`src/rtl/mbus_tx_arbiter_pkg.sv`:
```
// Shared widths, FSM encodings and helpers for the MBus transmit arbiter.
package mbus_tx_arbiter_pkg;

  localparam int MBUS_ADDR_WIDTH = 32;
  localparam int MBUS_DATA_WIDTH = 32;

  typedef logic [2:0] tx_state_t;

  localparam tx_state_t ST_IDLE = 3'd0;
  localparam tx_state_t ST_SEND = 3'd1;
  localparam tx_state_t ST_DROP = 3'd2;
  localparam tx_state_t ST_NEXT = 3'd3;
  localparam tx_state_t ST_RESP = 3'd4;
  localparam tx_state_t ST_RACK = 3'd5;

  // States in which a bus-side failure aborts the message in flight.
  function automatic logic is_abort_state(input tx_state_t st);
    return (st == ST_SEND) || (st == ST_DROP) || (st == ST_NEXT);
  endfunction

endpackage

```
`src/rtl/mbus_rr_pick.sv`:
```
// Combinational round-robin picker: first set request at or after ptr, wrapping.
module mbus_rr_pick #(
  parameter int N = 4
) (
  input  logic [N-1:0]         req,
  input  logic [$clog2(N)-1:0] ptr,
  output logic [N-1:0]         grant,
  output logic [$clog2(N)-1:0] idx,
  output logic                 any
);

  localparam int IW = $clog2(N);

  int            slot;
  logic [IW-1:0] slot_idx;

  // Walk offsets from farthest to nearest so the closest request to ptr wins.
  always_comb begin
    grant    = '0;
    idx      = '0;
    any      = 1'b0;
    slot     = 0;
    slot_idx = '0;
    for (int k = N - 1; k >= 0; k--) begin
      slot = int'(ptr) + k;
      if (slot >= N) slot = slot - N;
      slot_idx = IW'(slot);
      if (req[slot_idx]) begin
        grant           = '0;
        grant[slot_idx] = 1'b1;
        idx             = slot_idx;
        any             = 1'b1;
      end
    end
  end

endmodule

```
`src/rtl/mbus_tx_arbiter.sv`:
```
// Shares one MBus TX port among NUM_REQ requesters; owns the word, lock and
// response handshakes and reports completion back to the grantee.
module mbus_tx_arbiter
  import mbus_tx_arbiter_pkg::*;
#(
  parameter int NUM_REQ    = 4,
  parameter int ADDR_WIDTH = MBUS_ADDR_WIDTH,
  parameter int DATA_WIDTH = MBUS_DATA_WIDTH
) (
  input  logic                          CLK,
  input  logic                          RESET,
  input  logic [NUM_REQ-1:0]            REQ_VALID,
  input  logic [NUM_REQ*ADDR_WIDTH-1:0] REQ_ADDR,
  input  logic [NUM_REQ*DATA_WIDTH-1:0] REQ_DATA,
  input  logic [NUM_REQ-1:0]            REQ_PEND,
  input  logic [NUM_REQ-1:0]            REQ_PRIO,
  output logic [NUM_REQ-1:0]            REQ_ACK,
  output logic [NUM_REQ-1:0]            DONE,
  output logic                          DONE_FAIL,
  output logic [ADDR_WIDTH-1:0]         TX_ADDR,
  output logic [DATA_WIDTH-1:0]         TX_DATA,
  output logic                          TX_PEND,
  output logic                          PRIORITY,
  output logic                          TX_REQ,
  input  logic                          TX_ACK,
  input  logic                          TX_SUCC,
  input  logic                          TX_FAIL,
  output logic                          TX_RESP_ACK,
  output logic                          BUSY,
  output logic [$clog2(NUM_REQ)-1:0]    GRANT_ID
);

  localparam int IW = $clog2(NUM_REQ);

  logic [ADDR_WIDTH-1:0] slot_addr [NUM_REQ];
  logic [DATA_WIDTH-1:0] slot_data [NUM_REQ];

  genvar gi;
  generate
    for (gi = 0; gi < NUM_REQ; gi++) begin : g_slot
      assign slot_addr[gi] = REQ_ADDR[gi*ADDR_WIDTH +: ADDR_WIDTH];
      assign slot_data[gi] = REQ_DATA[gi*DATA_WIDTH +: DATA_WIDTH];
    end
  endgenerate

  tx_state_t             state_reg;
  logic [IW-1:0]         rr_ptr_reg;
  logic [IW-1:0]         grant_id_reg;
  logic [ADDR_WIDTH-1:0] tx_addr_reg;
  logic [DATA_WIDTH-1:0] tx_data_reg;
  logic                  tx_pend_reg;
  logic                  prio_reg;
  logic                  tx_req_reg;
  logic                  resp_ack_reg;
  logic                  fail_reg;
  logic                  busy_reg;
  logic                  done_fail_reg;
  logic [NUM_REQ-1:0]    req_ack_reg;
  logic [NUM_REQ-1:0]    done_reg;

  // Priority requests, when present, hide all ordinary ones from arbitration.
  logic [NUM_REQ-1:0] prio_valid;
  logic [NUM_REQ-1:0] cand;
  logic [NUM_REQ-1:0] pick_grant;
  logic [IW-1:0]      pick_idx;
  logic               pick_any;

  assign prio_valid = REQ_PRIO & REQ_VALID;
  assign cand       = (|prio_valid) ? prio_valid : REQ_VALID;

  mbus_rr_pick #(
    .N (NUM_REQ)
  ) u_pick (
    .req   (cand),
    .ptr   (rr_ptr_reg),
    .grant (pick_grant),
    .idx   (pick_idx),
    .any   (pick_any)
  );

  logic [ADDR_WIDTH-1:0] pick_addr;
  logic [DATA_WIDTH-1:0] pick_data;
  logic                  pick_pend;
  logic                  pick_prio;

  always_comb begin
    pick_addr = '0;
    pick_data = '0;
    for (int i = 0; i < NUM_REQ; i++) begin
      if (pick_grant[i]) begin
        pick_addr = pick_addr | slot_addr[i];
        pick_data = pick_data | slot_data[i];
      end
    end
    pick_pend = |(pick_grant & REQ_PEND);
    pick_prio = |(pick_grant & REQ_PRIO);
  end

  always_ff @(posedge CLK or posedge RESET) begin
    if (RESET) begin
      state_reg     <= ST_IDLE;
      rr_ptr_reg    <= '0;
      grant_id_reg  <= '0;
      tx_addr_reg   <= '0;
      tx_data_reg   <= '0;
      tx_pend_reg   <= 1'b0;
      prio_reg      <= 1'b0;
      tx_req_reg    <= 1'b0;
      resp_ack_reg  <= 1'b0;
      fail_reg      <= 1'b0;
      busy_reg      <= 1'b0;
      done_fail_reg <= 1'b0;
      req_ack_reg   <= '0;
      done_reg      <= '0;
    end else begin
      req_ack_reg   <= '0;
      done_reg      <= '0;
      done_fail_reg <= 1'b0;
      // A failure before the response phase wins over any ack in the same cycle.
      if (is_abort_state(state_reg) && TX_FAIL) begin
        tx_req_reg   <= 1'b0;
        fail_reg     <= 1'b1;
        resp_ack_reg <= 1'b1;
        state_reg    <= ST_RACK;
      end else begin
        case (state_reg)
          ST_IDLE: begin
            if (pick_any) begin
              tx_addr_reg  <= pick_addr;
              tx_data_reg  <= pick_data;
              tx_pend_reg  <= pick_pend;
              prio_reg     <= pick_prio;
              grant_id_reg <= pick_idx;
              fail_reg     <= 1'b0;
              tx_req_reg   <= 1'b1;
              busy_reg     <= 1'b1;
              state_reg    <= ST_SEND;
            end
          end
          ST_SEND: begin
            if (TX_ACK) begin
              tx_req_reg                <= 1'b0;
              req_ack_reg[grant_id_reg] <= 1'b1;
              state_reg                 <= ST_DROP;
            end
          end
          ST_DROP: begin
            if (!TX_ACK) state_reg <= tx_pend_reg ? ST_NEXT : ST_RESP;
          end
          ST_NEXT: begin
            // Message is locked: only the grantee may supply the next word.
            if (REQ_VALID[grant_id_reg]) begin
              tx_addr_reg <= slot_addr[grant_id_reg];
              tx_data_reg <= slot_data[grant_id_reg];
              tx_pend_reg <= REQ_PEND[grant_id_reg];
              tx_req_reg  <= 1'b1;
              state_reg   <= ST_SEND;
            end
          end
          ST_RESP: begin
            if (TX_SUCC || TX_FAIL) begin
              fail_reg     <= TX_FAIL;
              resp_ack_reg <= 1'b1;
              state_reg    <= ST_RACK;
            end
          end
          ST_RACK: begin
            if (!TX_SUCC && !TX_FAIL) begin
              resp_ack_reg           <= 1'b0;
              done_reg[grant_id_reg] <= 1'b1;
              done_fail_reg          <= fail_reg;
              busy_reg               <= 1'b0;
              if (grant_id_reg == IW'(NUM_REQ - 1)) rr_ptr_reg <= '0;
              else                                   rr_ptr_reg <= grant_id_reg + 1'b1;
              state_reg <= ST_IDLE;
            end
          end
          default: state_reg <= ST_IDLE;
        endcase
      end
    end
  end

  assign REQ_ACK     = req_ack_reg;
  assign DONE        = done_reg;
  assign DONE_FAIL   = done_fail_reg;
  assign TX_ADDR     = tx_addr_reg;
  assign TX_DATA     = tx_data_reg;
  assign TX_PEND     = tx_pend_reg;
  assign PRIORITY    = prio_reg;
  assign TX_REQ      = tx_req_reg;
  assign TX_RESP_ACK = resp_ack_reg;
  assign BUSY        = busy_reg;
  assign GRANT_ID    = grant_id_reg;

endmodule

```
`config.mk`:
```
export PLATFORM = sky130hd
export DESIGN_NAME = mbus_tx_arbiter
export DESIGN_NICKNAME = d
export VERILOG_FILES = /design/src/rtl/mbus_tx_arbiter_pkg.sv /design/src/rtl/mbus_rr_pick.sv /design/src/rtl/mbus_tx_arbiter.sv
export SDC_FILE = /design/constraint.sdc
export NUM_CORES = 1
export LEC_CHECK = 0
export CORE_ASPECT_RATIO = 0.7
export CORE_MARGIN = 2
export CORE_UTILIZATION = 48
export CTS_BUF_LIST = sky130_fd_sc_hd__clkbuf_8 sky130_fd_sc_hd__clkbuf_16
export CTS_CLUSTER_SIZE = 28
export DETAILED_ROUTE_END_ITERATION = 8
export PLACE_DENSITY = 0.88
export RECOVER_POWER = 25
export SYNTH_ARGS = -nofsm -noshare
export SYNTH_HDL_FRONTEND = slang
export SYNTH_SLANG_ARGS = --single-unit
```
`constraint.sdc`:
```
create_clock -name CLK -period 5.45 [get_ports CLK]
set_clock_uncertainty 0.15 [all_clocks]
set_input_delay 1.09 -clock CLK [delete_from_list [all_inputs] [get_ports CLK]]
set_output_delay 1.09 -clock CLK [all_outputs]
set_load 0.01 [all_outputs]
```
### After elaboration in Yosys (flattened, before gate mapping)

Cells that the tools add are included.

| storage, ports and cells | value |
|---|---|
| register bits after elaboration | 86 |
| bits in latches | 0 |
| bits in writable memories | 0 |
| memory bits (read-only) | 0 |
| output and inout port bits | 80 |
| word-level logic and storage cells | 187 |
| memories | 0 |

| operators by class | value |
|---|---|
| add/sub/neg operators | 8 |
| multipliers | 0 |
| div/mod/pow operators | 0 |
| order comparisons | 15 |
| equal/unequal tests | 15 |
| shift operators | 0 |
| mux-type cells | 95 |
| bitwise operators | 11 |
| reduce and logical (&&, ||, !) cells | 29 |

Operator list:

| kind | count |
|---|---|
| two-way mux 32 bit | 16 |
| bitwise OR 32 bit | 6 |
| binary-select mux 32 bit (select 2 bit) | 2 |
| one-hot mux 32 bit (2 select lines) | 2 |
| two-way mux 4 bit | 11 |
| two-way mux 1 bit | 30 |
| two-way mux 3 bit | 8 |
| two-way mux 2 bit | 9 |
| one-hot mux 3 bit (6 select lines) | 1 |
| < comparator 2 x 3 -> 1 bit, second input constant | 5 |
| bitwise AND 4 bit | 3 |
| binary-select mux 1 bit (select 2 bit) | 6 |
| >= comparator 3 bit, second input constant | 4 |
| AND reduction 3 bit | 4 |
| AND reduction 4 bit | 3 |
| OR reduction 4 bit | 3 |
| demux 1 bit (select 2 bit) | 5 |
| >= comparator 2 x 1 -> 1 bit, second input constant | 5 |
| != test 3 bit, second input constant | 3 |
| one-hot mux 1 bit (2 select lines) | 4 |
| subtractor 2 x 1 -> 2 bit, second input constant | 4 |
| logical AND 1 bit | 7 |
| adder 2 x 2 -> 3 bit, second input constant | 2 |
| equality test 3 x 2 -> 1 bit, second input constant | 2 |
| other kinds (20) | 28 |

### Depth between registers and ports, before layout

| depth | value |
|---|---|
| depth after elaboration | 20 |
| gate-level depth with buffers | 13 |
| mapped depth without buffers | 9 |

### Hierarchy

A second synthesis with hierarchy kept.

| second synthesis, totals | value |
|---|---|
| cells, all modules | 717 |
| area, all modules | 7537.2 um^2 |

Modules (own cells, without submodules):

| module | times used | cells an instance | area each (um^2) | seq. area each (um^2) |
|---|---|---|---|---|
| mbus_tx_arbiter | 1 | 632 | 6854.1 | 2152.1 |
| mbus_rr_pick | 1 | 85 | 683.2 | 0.0 |

### Least setup slack after synthesis

No wires, ideal clock.

| timing path | value |
|---|---|
| path kind | input-to-reg |
| start point | input REQ_VALID[3] |
| end point | register tx_addr_reg[0], in the netlist TX_ADDR[0] |
| arrival | 2.935 ns |
| data required time | 5.170 ns |
| slack | 2.235 ns |
| stages | 11 |
| buffers on the path | 4 |
| cell sequence | buf_4 > buf_2 > mux4_2 > and2_1 > and3_1 > o21ai_2 > buf_2 > buf_2 > nor2_1 > a21oi_1 > a21oi_1 |

| between the ends | value |
|---|---|
| word-level cells in the longest chain between the ends | 18 |

RTL lines:

| element | RTL line | RTL |
|---|---|---|
| start, declared | mbus_tx_arbiter.sv:12 | `input logic [NUM_REQ-1:0] REQ_VALID,` |
| bitwise AND 4 bit | mbus_tx_arbiter.sv:68 | `assign prio_valid = REQ_PRIO & REQ_VALID;` |
| OR reduction 4 bit | mbus_tx_arbiter.sv:69 | `assign cand = (\|prio_valid) ? prio_valid : REQ_VALID;` |
| two-way mux 4 bit | mbus_tx_arbiter.sv:69 |  |
| binary-select mux 1 bit (select 2 bit) | mbus_rr_pick.sv:28 | `if (req[slot_idx]) begin` |
| two-way mux 1 bit (not written as such) | mbus_rr_pick.sv:28 |  |
| two-way mux 4 bit (4 in series) | mbus_rr_pick.sv:28 |  |
| two-way mux 32 bit | mbus_tx_arbiter.sv:90 | `if (pick_grant[i]) begin` |
| bitwise OR 32 bit | mbus_tx_arbiter.sv:91 | `pick_addr = pick_addr \| slot_addr[i];` |
| two-way mux 32 bit | mbus_tx_arbiter.sv:90 |  |
| bitwise OR 32 bit | mbus_tx_arbiter.sv:91 |  |
| two-way mux 32 bit | mbus_tx_arbiter.sv:90 |  |
| bitwise OR 32 bit | mbus_tx_arbiter.sv:91 |  |
| two-way mux 32 bit | mbus_tx_arbiter.sv:90 |  |
| two-way mux 32 bit | mbus_tx_arbiter.sv:128 | `if (pick_any) begin` |
| one-hot mux 32 bit (2 select lines) | mbus_tx_arbiter.sv:126 | `case (state_reg)` |
| end signal, assigned | mbus_tx_arbiter.sv:129 | `tx_addr_reg <= pick_addr;` |
| end signal, assigned | mbus_tx_arbiter.sv:153 | `tx_addr_reg <= slot_addr[grant_id_reg];` |
| end, declared | mbus_tx_arbiter.sv:49 | `logic [ADDR_WIDTH-1:0] tx_addr_reg;` |

Several ways; a longest one is shown, not always the timed one. The select of a mux whose other input is x is not followed.
A chain may end at the register's enable or synchronous reset.

### Final worst setup path

| timing path | value |
|---|---|
| start point | input REQ_VALID[0] |
| end point | register tx_data_reg[3], in the netlist TX_DATA[3] |

| between the ends | value |
|---|---|
| word-level cells in the longest chain between the ends | 18 |

RTL lines:

| element | RTL line | RTL |
|---|---|---|
| bitwise AND 4 bit | mbus_tx_arbiter.sv:68 |  |
| OR reduction 4 bit | mbus_tx_arbiter.sv:69 |  |
| two-way mux 4 bit | mbus_tx_arbiter.sv:69 |  |
| binary-select mux 1 bit (select 2 bit) | mbus_rr_pick.sv:28 |  |
| two-way mux 1 bit (not written as such) | mbus_rr_pick.sv:28 |  |
| two-way mux 4 bit (4 in series) | mbus_rr_pick.sv:28 |  |
| two-way mux 32 bit | mbus_tx_arbiter.sv:90 |  |
| bitwise OR 32 bit | mbus_tx_arbiter.sv:92 | `pick_data = pick_data \| slot_data[i];` |
| two-way mux 32 bit | mbus_tx_arbiter.sv:90 |  |
| bitwise OR 32 bit | mbus_tx_arbiter.sv:92 |  |
| two-way mux 32 bit | mbus_tx_arbiter.sv:90 |  |
| bitwise OR 32 bit | mbus_tx_arbiter.sv:92 |  |
| two-way mux 32 bit | mbus_tx_arbiter.sv:90 |  |
| two-way mux 32 bit | mbus_tx_arbiter.sv:128 |  |
| one-hot mux 32 bit (2 select lines) | mbus_tx_arbiter.sv:126 |  |
| end signal, assigned | mbus_tx_arbiter.sv:130 | `tx_data_reg <= pick_data;` |
| end signal, assigned | mbus_tx_arbiter.sv:154 | `tx_data_reg <= slot_data[grant_id_reg];` |
| end, declared | mbus_tx_arbiter.sv:50 | `logic [DATA_WIDTH-1:0] tx_data_reg;` |

Several ways; a longest one is shown, not always the timed one. The select of a mux whose other input is x is not followed.

==> flow_summary.yaml <==
sta:
  hold_viol: 0
  min_period_over_period_pct: 83.2
  fin_setup_tns_ns: 0
  slew_viol_final: 56
  worst_slew_pin_slew_ns: 2.69
  rsz0062_at_grt: "false"
  relSlewSlack_pct: -80.1
  min_period_ns: 4.53
  max_freq_mhz: 221
  finalSetupViolations: 0
finish:
  diodes: 0
  area_growth_pct: 44.6
  seq_area_sq_um: 2160
  layout-drive-gt1-share_pct: 11.2
  fin_nets: 1491
  final_core_util_pct: 71.4
  nFillCells: 1306
  multiInputGateArea_sq_um: 5810
worst_setup_path:
  max_stage_delay_ns: 0.70
  required_ns: 5.57
  crit_end: "TX_DATA[3]"
  worstSetupStartpointType: "input port"
  reg2regPathDepth: 10
  crit_buf_inv: 2
  rrSetupSlack_ns: 1.06
  critPathKind: "input port to flop"
  cp_cell_sequence: "clkdlybuf4s50_1 > a22oi_2 > and4b_4 > nor4_4 > or2_1 > a21oi_4 > buf_4 > a222oi_1 > a21oi_1"
  r2r_end: "TX_DATA[3]"
  startpoint: "REQ_VALID[0]"
  crit_arrival_ns: 4.65
  slowest_stage: "clkdlybuf4s50_1"
  r2r-start: "rr_ptr_reg[1]"
  cp.depth: 9
  worst_setup_path_end_kind: "flop"
  path_max_fanout: 49
  cp_top_family: "compound AO/OA/AOI/OAI gates"
hold_path:
  hold_class: "flop to flop"
  hold_depth: 2
  hold_path.startpoint: "BUSY"
routing:
  first_pass_iters: 9
  via_count: 10100
  drt_iter0_drc: 1674
  drtAntennaViolNets: 0
  wl_per_cell_microns: 24.1
  routed_wl_microns: 34800
  drc: 8
  vias_per_cell: 7.00
placed_design:
  dpl.hpwl_microns: 24000
  place_congestion: 0.934
  port_buffers: 352
cts:
  cts_setup_buffers: 0
  cts_resized: 0
  cts_tree: "done"
  clock-sinks: 86
  htree_levels: 3
  clockBufferDepth: 2
  cts_buffers: 9
  root_buffer: "clkbuf_16"
  cts-hold-fix-buffers: 0
  insertion_delay_ns: 0.35
  clkTransAtPathRegs_ns: 0.07
power:
  power_frac_seq_pct: 17.3
  p_switching_w: 0.00357
  vdd_drop_max_mv: 0.443
  clkPwrFrac_pct: 9.6
  p_comb_share_pct: 73.1
  p_int_w: 0.00375
  p_sw_share_pct: 48.8
  pwr_density_cell_nw_per_um2: 592
  p_leak_nw: 4.57
flow_run:
  cap_violations: 1
logic_synthesis:
  ys_warn_count: 0
  synthCells: 934
  synth_area_per_cell_sq_um: 9.15
  synth.top_cells.by_area: "dfrtp_1, mux4_2, a21oi_1"
  synth_edf_count: 0
  syn_nets: 1215
  synth.most_common_cell: "a21oi_1"
  synthFlopType: "dfrtp_1"
  ys_top_cells_by_count: "a21oi_1, nor2_1, dfrtp_1, mux4_2, a222oi_1"
  synth_top_area_share_pct: 25.2
  ys_ff_latch: 86
  yosysTopAreaCell: "dfrtp_1"
  synth_area_sq_um: 8550
  yosysSeqAreaShare_pct: 25.2
  ys_types: 74
  async_reset_ff_share_pct: 100
floorplan:
  pin_count: 353
  dieArea_sq_um: 18900
  start_util_pct: 49.4
  die_h_microns: 116
  rows: 40
  design.core.area_sq_um: 17300
  die_w_microns: 164
global_routing:
  grt_pass1_wl_microns: 52800
  grt_max_degree: 70
  antenna_found_initial: 0
  grt_pass1_vias: 9787
  grt_usage_pct: 35.5
  overflow: 0
run_status:
  violations: "DRC, capacitance limit, slew limit"
  status: "complete, but fails checks"
==> final cells by class <==
cell class	count	share of cell area (%)
timing repair buffer	373	30.1
tap	231	2.34
clock buffer	10	1.93
inverter	14	0.435
sequential	86	17.5
multi-input combinational	726	47.0
clock inverter	6	0.759
==> layer usage <==
metal | track usage [%] | up-vias | share of wire (%)
li1 | - | 4356 | -
met1 | 45.1 | 4808 | 36
met2 | 58.4 | 869 | 47
met3 | 9.34 | 93 | 13
met4 | 14.3 | 0 | 3.0
met5 | 0 | - | 0
==> worst min-delay path by stage <==
stage,endpoint
floorplan,fail_reg
global placement,TX_RESP_ACK
detailed placement,BUSY
CTS,BUSY
global route,BUSY
finish,BUSY
==> power groups by stage <==
stage	clock (W)	combinational [W]	sequential, W
global route	0.000733	0.00569	0.00131
global placement	0	0.00514	0.00127
CTS	0.000712	0.00524	0.00127
floorplan	0	0.00360	0.00126
finish	0.000702	0.00535	0.00127
detailed placement	0	0.00521	0.00127
==> metrics by stage <==
stage / hold slack, ns / power [W] / setup slack, ns / cells / area, sq um
2_1_floorplan: 0.335 / 0.00485 / 1.99 / 934 / 8550
5_1_grt: 0.410 / 0.00774 / 0.751 / 1446 / 12400
3_3_place_gp: 0.334 / 0.00640 / 0.822 / 1430 / 12000
6_report: 0.367 / 0.00732 / 0.916 / 1446 / 12400
3_5_place_dp: 0.360 / 0.00649 / 0.687 / 1430 / 12000
4_1_cts: 0.375 / 0.00722 / 1.04 / 1446 / 12400
==> tightest hold or removal path: cells and delay by family, from the launching register on <==
| kind | cells | cell delay [ns] |
|---|---|---|
| flops | 1 | 0.35 |
| simple gates | 2 | 0.13 |
==> layout by cell type, fill, tap and decap left out, types with 8 or more instances in the layout <==
| cell | synthesis | layout |
|---|---|---|
| clkdlybuf4s50_1 | 0 | 345 |
| a21oi_1 | 202 | 201 |
| nor2_1 | 141 | 141 |
| dfrtp_1 | 86 | 84 |
| mux4_2 | 66 | 66 |
| a222oi_1 | 64 | 64 |
| a221o_1 | 63 | 63 |
| nand2_1 | 22 | 21 |
| o21ai_0 | 18 | 18 |
| buf_4 | 11 | 17 |
| inv_1 | 13 | 12 |
| and2_1 | 14 | 12 |
| nand3_1 | 11 | 10 |
| clkbuf_16 | 0 | 9 |
| ha_1 | 8 | 8 |
==> logic make-up (layout without fill, tap and decap cells) <==
group | count (synthesis) | count (layout) | share of synthesized area (%)
muxes | 71 | 71 | 18.0
AOI/OAI and AO/OA | 424 | 424 | 35.8
and+or+nand+nor | 222 | 222 | 12.2
xor gates and xnor gates | 1 | 1 | 0.102
DFF | 86 | 86 | 25.2
buffers and inverters | 122 | 403 | 7.54
adders and majority gates | 8 | 8 | 1.17
Note: power is estimated with default switching activity, not from simulation.
